File: src/rtl/ps2_pkg.sv
// Shared PS/2 receiver definitions: FSM states, frame geometry and the
// prefix bytes the downstream keyboard controller also decodes.
`timescale 1ns/1ps
package ps2_pkg;
   localparam int DATA_BITS = 8;
   localparam logic [7:0] PS2_BREAK  = 8'hF0;
   localparam logic [7:0] PS2_EXTEND = 8'hE0;

   typedef enum logic [1:0] {IDLE, DATA, PARITY, STOP} ps2_state_t;
endpackage

File: src/rtl/ps2_line_filter.sv
// Two-flop synchronizer, run-length glitch filter and falling-edge pulse
// for one raw PS/2 line.
`timescale 1ns/1ps
module ps2_line_filter #(
   parameter int FILTER_LEN = 8
) (
   input  logic clock,
   input  logic reset,
   input  logic pin,
   output logic fall
);
   localparam int CNT_W = $clog2(FILTER_LEN + 1);

   logic             sync_p0, sync_p1;
   logic             level, level_q;
   logic [CNT_W-1:0] run_cnt;

   always_ff @(posedge clock) begin
      if (reset) begin
         sync_p0 <= 1'b1;
         sync_p1 <= 1'b1;
         level   <= 1'b1;
         level_q <= 1'b1;
         run_cnt <= '0;
      end else begin
         sync_p0 <= pin;
         sync_p1 <= sync_p0;
         level_q <= level;
         // Any sample matching the current level restarts the run.
         if (sync_p1 == level) begin
            run_cnt <= '0;
         end else if (run_cnt == CNT_W'(FILTER_LEN - 1)) begin
            level   <= sync_p1;
            run_cnt <= '0;
         end else begin
            run_cnt <= run_cnt + CNT_W'(1);
         end
      end
   end

   assign fall = level_q & ~level;
endmodule

File: src/rtl/ps2_scancode_rx.sv
// PS/2 device-to-host receiver: frames 11-bit PS/2 packets into scancodes
// with valid / parity_err / frame_err strobes and an inter-bit timeout.
`timescale 1ns/1ps
module ps2_scancode_rx
   import ps2_pkg::*;
#(
   parameter int FILTER_LEN     = 8,
   parameter int TIMEOUT_CYCLES = 10000
) (
   input  logic       clock,
   input  logic       reset,
   input  logic       ps2_clock,
   input  logic       ps2_data,
   output logic [7:0] scancode,
   output logic       valid,
   output logic       parity_err,
   output logic       frame_err
);
   localparam int TO_W  = $clog2(TIMEOUT_CYCLES + 1);
   localparam int BIT_W = $clog2(DATA_BITS);

   logic             clk_fall;
   logic             data_p0, data_p1;
   ps2_state_t       state, state_nx;
   logic [BIT_W-1:0] bit_cnt, bit_cnt_nx;
   logic [TO_W-1:0]  to_cnt, to_cnt_nx;
   logic [7:0]       shreg, shreg_nx;
   logic             par_bit, par_nx;
   logic [7:0]       scancode_nx;
   logic             valid_nx, perr_nx, ferr_nx;
   logic             timeout;

   ps2_line_filter #(.FILTER_LEN(FILTER_LEN)) u_clk_filter (
      .clock (clock),
      .reset (reset),
      .pin   (ps2_clock),
      .fall  (clk_fall)
   );

   // Fires as the counter would step onto TIMEOUT_CYCLES, so the registered
   // error lands exactly TIMEOUT_CYCLES after the point a valid would have.
   assign timeout = (to_cnt == TO_W'(TIMEOUT_CYCLES - 1));

   always_comb begin
      state_nx    = state;
      bit_cnt_nx  = bit_cnt;
      shreg_nx    = shreg;
      par_nx      = par_bit;
      scancode_nx = scancode;
      to_cnt_nx   = '0;
      valid_nx    = 1'b0;
      perr_nx     = 1'b0;
      ferr_nx     = 1'b0;

      if (state != IDLE) to_cnt_nx = clk_fall ? '0 : to_cnt + TO_W'(1);

      case (state)
         IDLE: begin
            if (clk_fall && !data_p1) begin
               state_nx   = DATA;
               bit_cnt_nx = '0;
               shreg_nx   = '0;
            end
         end
         DATA: begin
            if (clk_fall) begin
               shreg_nx   = {data_p1, shreg[7:1]};
               bit_cnt_nx = bit_cnt + BIT_W'(1);
               if (bit_cnt == BIT_W'(DATA_BITS - 1)) state_nx = PARITY;
            end
         end
         PARITY: begin
            if (clk_fall) begin
               par_nx   = data_p1;
               state_nx = STOP;
            end
         end
         STOP: begin
            // A bad stop bit outranks a parity failure.
            if (clk_fall) begin
               state_nx = IDLE;
               if (!data_p1) begin
                  ferr_nx = 1'b1;
               end else if (~^{shreg, par_bit}) begin
                  perr_nx = 1'b1;
               end else begin
                  valid_nx    = 1'b1;
                  scancode_nx = shreg;
               end
            end
         end
         default: state_nx = IDLE;
      endcase

      if (state != IDLE && !clk_fall && timeout) begin
         state_nx  = IDLE;
         ferr_nx   = 1'b1;
         to_cnt_nx = '0;
      end
   end

   always_ff @(posedge clock) begin
      if (reset) begin
         state      <= IDLE;
         bit_cnt    <= '0;
         to_cnt     <= '0;
         scancode   <= 8'h00;
         valid      <= 1'b0;
         parity_err <= 1'b0;
         frame_err  <= 1'b0;
         data_p0    <= 1'b1;
         data_p1    <= 1'b1;
      end else begin
         state      <= state_nx;
         bit_cnt    <= bit_cnt_nx;
         to_cnt     <= to_cnt_nx;
         scancode   <= scancode_nx;
         valid      <= valid_nx;
         parity_err <= perr_nx;
         frame_err  <= ferr_nx;
         data_p0    <= ps2_data;
         data_p1    <= data_p0;
      end
   end

   always_ff @(posedge clock) begin
      shreg   <= shreg_nx;
      par_bit <= par_nx;
   end
endmodule
File: config.mk
export PLATFORM = sky130hd
export DESIGN_NAME = ps2_scancode_rx
export DESIGN_NICKNAME = d
export VERILOG_FILES = /design/src/rtl/ps2_pkg.sv /design/src/rtl/ps2_line_filter.sv /design/src/rtl/ps2_scancode_rx.sv
export SDC_FILE = /design/constraint.sdc
export NUM_CORES = 1
export LEC_CHECK = 0
export BUFFER_PORTS_ARGS = -buffer_cell sky130_fd_sc_hd__buf_2
export CORE_MARGIN = 2
export CORE_UTILIZATION = 39
export CTS_CLUSTER_SIZE = 20
export DETAILED_ROUTE_END_ITERATION = 16
export SYNTH_ARGS = -nofsm -noshare
export SYNTH_HDL_FRONTEND = slang
export SYNTH_SLANG_ARGS = --single-unit
File: constraint.sdc
create_clock -name clock -period 1.8 [get_ports clock]
set_clock_uncertainty 0.05 [all_clocks]
set_input_delay 0.18 -clock clock [delete_from_list [all_inputs] [get_ports clock]]
set_output_delay 0.18 -clock clock [all_outputs]
set_load 0.01 [all_outputs]
==> flow_metrics.py <==
metrics = {
    "run_status": {
        "status": "finished, final reports clean",
    },
    "finish": {
        "instances_no_fill": 310,
        "antenna_cells": 0,
        "final_common_cell": "dfxtp_1",
        "areaGrowthSynthToFinish_pct": 19.2,
        "post-route-cell-area_um2": 2480,
        "final_nets": 251,
        "layout_common_cells": "dfxtp_1 (40), nor2_1 (23), buf_4 (18), buf_2 (14), nand2b_1 (13)",
        "drive_above_1_share_pct": 19.2,
    },
    "setup_path": {
        "r2r_start": "shreg[5]$_SDFFCE_PN0P_",
        "crit_top_cell": "xnor2_2",
        "worstSetupStartpointType": "flop",
        "setup.worst_path.end_class": "flop",
        "cpPeakStageDelay_ns": 0.45,
        "cp_data_arrival_time_ns": 1.89,
        "crit_fanout": 8,
        "slowest_stage": "edfxtp_1",
        "crit_chain": "xnor2_2 > xnor2_2 > xnor3_1 > nor2b_4 > buf_12 > nor2b_1",
        "critPathRequiredTime_ns": 1.94,
        "crit_path_start": "shreg[5]$_SDFFCE_PN0P_",
        "crit_type": "flop to flop",
    },
    "logic_synthesis": {
        "synth.yosys.warnings": 0,
        "syn_area_per_cell_um2": 10.2,
        "synthesis.area_um2": 2080,
        "synth_cell_types": 35,
        "ys_seq_area_share_pct": 51.5,
        "syn-num-nets": 216,
        "synth_cells": 204,
        "synth-seq-cells": 49,
    },
    "floorplan": {
        "start_util_pct": 40.5,
        "die_h_um": 77.0,
        "core-area_um2": 5140,
        "io_pins": 15,
        "die-area_um2": 5940,
        "die_x_um": 77.0,
        "rows": 26,
    },
    "timing": {
        "holdWs_ns": 0.00980,
        "finalHoldViolCount": 0,
        "slew_violations": 0,
        "fin_crit_sh_pct": 97.5,
        "clock.fmax_ghz": 0.570,
        "relSlewSlack_pct": 75.9,
        "setup_slack_ns": 0.0446,
        "setup_tns_ns": 0,
        "period_needed_ns": 1.76,
        "tightestPinTransition_ns": 0.359,
        "setup_viol": 0,
        "rsz0062_at_grt": "true",
    },
    "place": {
        "place_ws_ns": -0.0414,
        "dpl_cell_area_um2": 2270,
        "io_buffers": 14,
        "gp_congestion": 0.726,
        "dp_hpwl_um": 2380,
        "dpl.cell_count": 290,
    },
    "global_routing": {
        "grt_antenna_before_repair": 0,
        "grt_max_degree": 20,
        "grt_first_pass_wirelength_um": 6040,
        "grt_util_all_layers_pct": 12.7,
        "grt_pass1_vias": 1353,
        "grt_overflow": 0,
    },
    "cts": {
        "clock_latency_ns": 0.30,
        "root_buffer": "clkbuf_8",
        "tritoncts": "yes",
        "cts-buffers-inserted": 5,
        "cts.sinks": 49,
        "clk_pin_slew_ns": 0.09,
        "htree_levels": 2,
        "clockBufferDepth": 2,
    },
    "drt": {
        "drt_iter0_drc": 84,
        "first_pass_iters": 3,
        "detail_route.vias_per_cell": 4.49,
        "final_antenna_net_count": 0,
        "wl_um": 3410,
        "drc": 0,
        "dr_total_vias": 1392,
        "drt-wirelength-per-cell_um": 11.0,
    },
    "pwr": {
        "p_leak_uw": 0.000982,
        "irDropWorstVdd_mv": 0.596,
        "power_density_nw_per_um2": 821,
    },
    "worst_hold_path": {
        "hold_class": "primary input to flop",
        "hp-start": "ps2_clock",
    },
    "job": {
        "max-cap-violations": 0,
    },
}
kinds of logic (layout without fill, tap and decap cells):
kind of cell	count (synthesis)	count (layout)	synth area share [%]
compound gates	13	13	3.91
flops	49	49	51.5
mux	8	8	3.85
fa+ha+maj	8	8	4.81
xor+xnor	23	23	10.3
buf+inv	12	48	2.53
simple gates	91	91	23.1
cells in the mapped netlist, drive strengths merged:
| master | instances | area share, % |
|---|---|---|
| xnor2 | 15 | 6.3 |
| ha | 8 | 4.8 |
| nor3 | 6 | 1.4 |
| nor2 | 23 | 4.1 |
| nand3b | 1 | 0.36 |
| nand2b | 13 | 3.9 |
| and4 | 1 | 0.42 |
| clkbuf | 5 | 0.90 |
| a31oi | 1 | 0.30 |
| o21bai | 1 | 0.36 |
| a21boi | 1 | 0.36 |
| xor2 | 7 | 2.9 |
| dfxtp | 40 | 38 |
| or3 | 1 | 0.30 |
| nor2b | 4 | 1.6 |
| a21oi | 4 | 0.96 |
| mux2i | 8 | 3.8 |
| o21ai | 3 | 0.72 |
| buf | 1 | 0.54 |
| or2b | 1 | 0.36 |
| and2 | 9 | 2.7 |
| nand2 | 12 | 2.2 |
| nor4b | 1 | 0.42 |
| nand4 | 2 | 0.60 |
| edfxtp | 9 | 13 |
| or2 | 5 | 1.5 |
| a211oi | 1 | 0.36 |
| xnor3 | 1 | 1.1 |
| o2bb2ai | 1 | 0.42 |
| inv | 6 | 1.1 |
| and3 | 5 | 1.5 |
| nand3 | 7 | 1.7 |
| a211o | 1 | 0.42 |
flip-flops by register name, summed over array words and instances (netlist names):
signal                cells
u_clk_filter.sync_p0      1
valid                     1
u_clk_filter.level        1
state                     2
bit_cnt                   3
scancode                  8
par_bit                   1
data_p0                   1
data_p1                   1
u_clk_filter.run_cnt      4
u_clk_filter.sync_p1      1
shreg                     8
to_cnt                   14
frame_err                 1
parity_err                1
u_clk_filter.level_q      1
power breakdown:
part           switching (µW)  internal [µW]
Clock                     360            270
Sequential               12.9           1150
Combinational             134            113
Total                     507           1530
what timing repair did:
item,CTS,global route
hold buffers,1,0
setup buffers,5,7
endpoints found under the hold margin,1,0
resized for setup,0,4
endpoints found under the setup margin,7,16
pin swaps,3,5
path summary, 6_finish.rpt:
| kind | to | slack [ns] | cells after the start |
|---|---|---|---|
| max reg2reg | valid$_SDFF_PP0_ | 0.04 | 6 |
| min reg2reg | u_clk_filter.sync_p1$_SDFF_PP1_ | 0.36 | 1 |
| min | u_clk_filter.sync_p0$_SDFF_PP1_ | 0.01 | 2 |
| max | valid$_SDFF_PP0_ | 0.04 | 6 |
worst max-delay path, delay by kind of cell, from the launching register on:
family / cells / cell delay (ns)
flops: 1 / 0.45
xor+xnor: 3 / 0.75
buf+inv: 1 / 0.14
simple gates: 2 / 0.27
metrics by stage:
stage               total power, µW  utilization, %
finish                         2040            48.3
global route                   2150            48.3
CTS                            2070            47.0
detailed placement             1440            44.1
global placement               1440            44.1
floorplan                      1350               -
metal layers:
layer / track usage [%] / share of wire, % / vias up
met1: 15.7 / 47 / 629
met2: 21.4 / 50 / 12
met3: 3.29 / 2.6 / 4
met4: 4.29 / 1.3 / 0
met5: 0 / 0 / -
li1: - / - / 747
cell type report:
type / count / area, µm²
clock buffers: 5 / 68.8
clock inverters: 3 / 16.3
fillers: 515 / 2660
inverters: 6 / 22.5
multi-input cells: 143 / 980
flip-flops and latches: 49 / 1070
well taps: 70 / 87.6
repair buffers: 34 / 235
(Power assumes the default switching activity.)
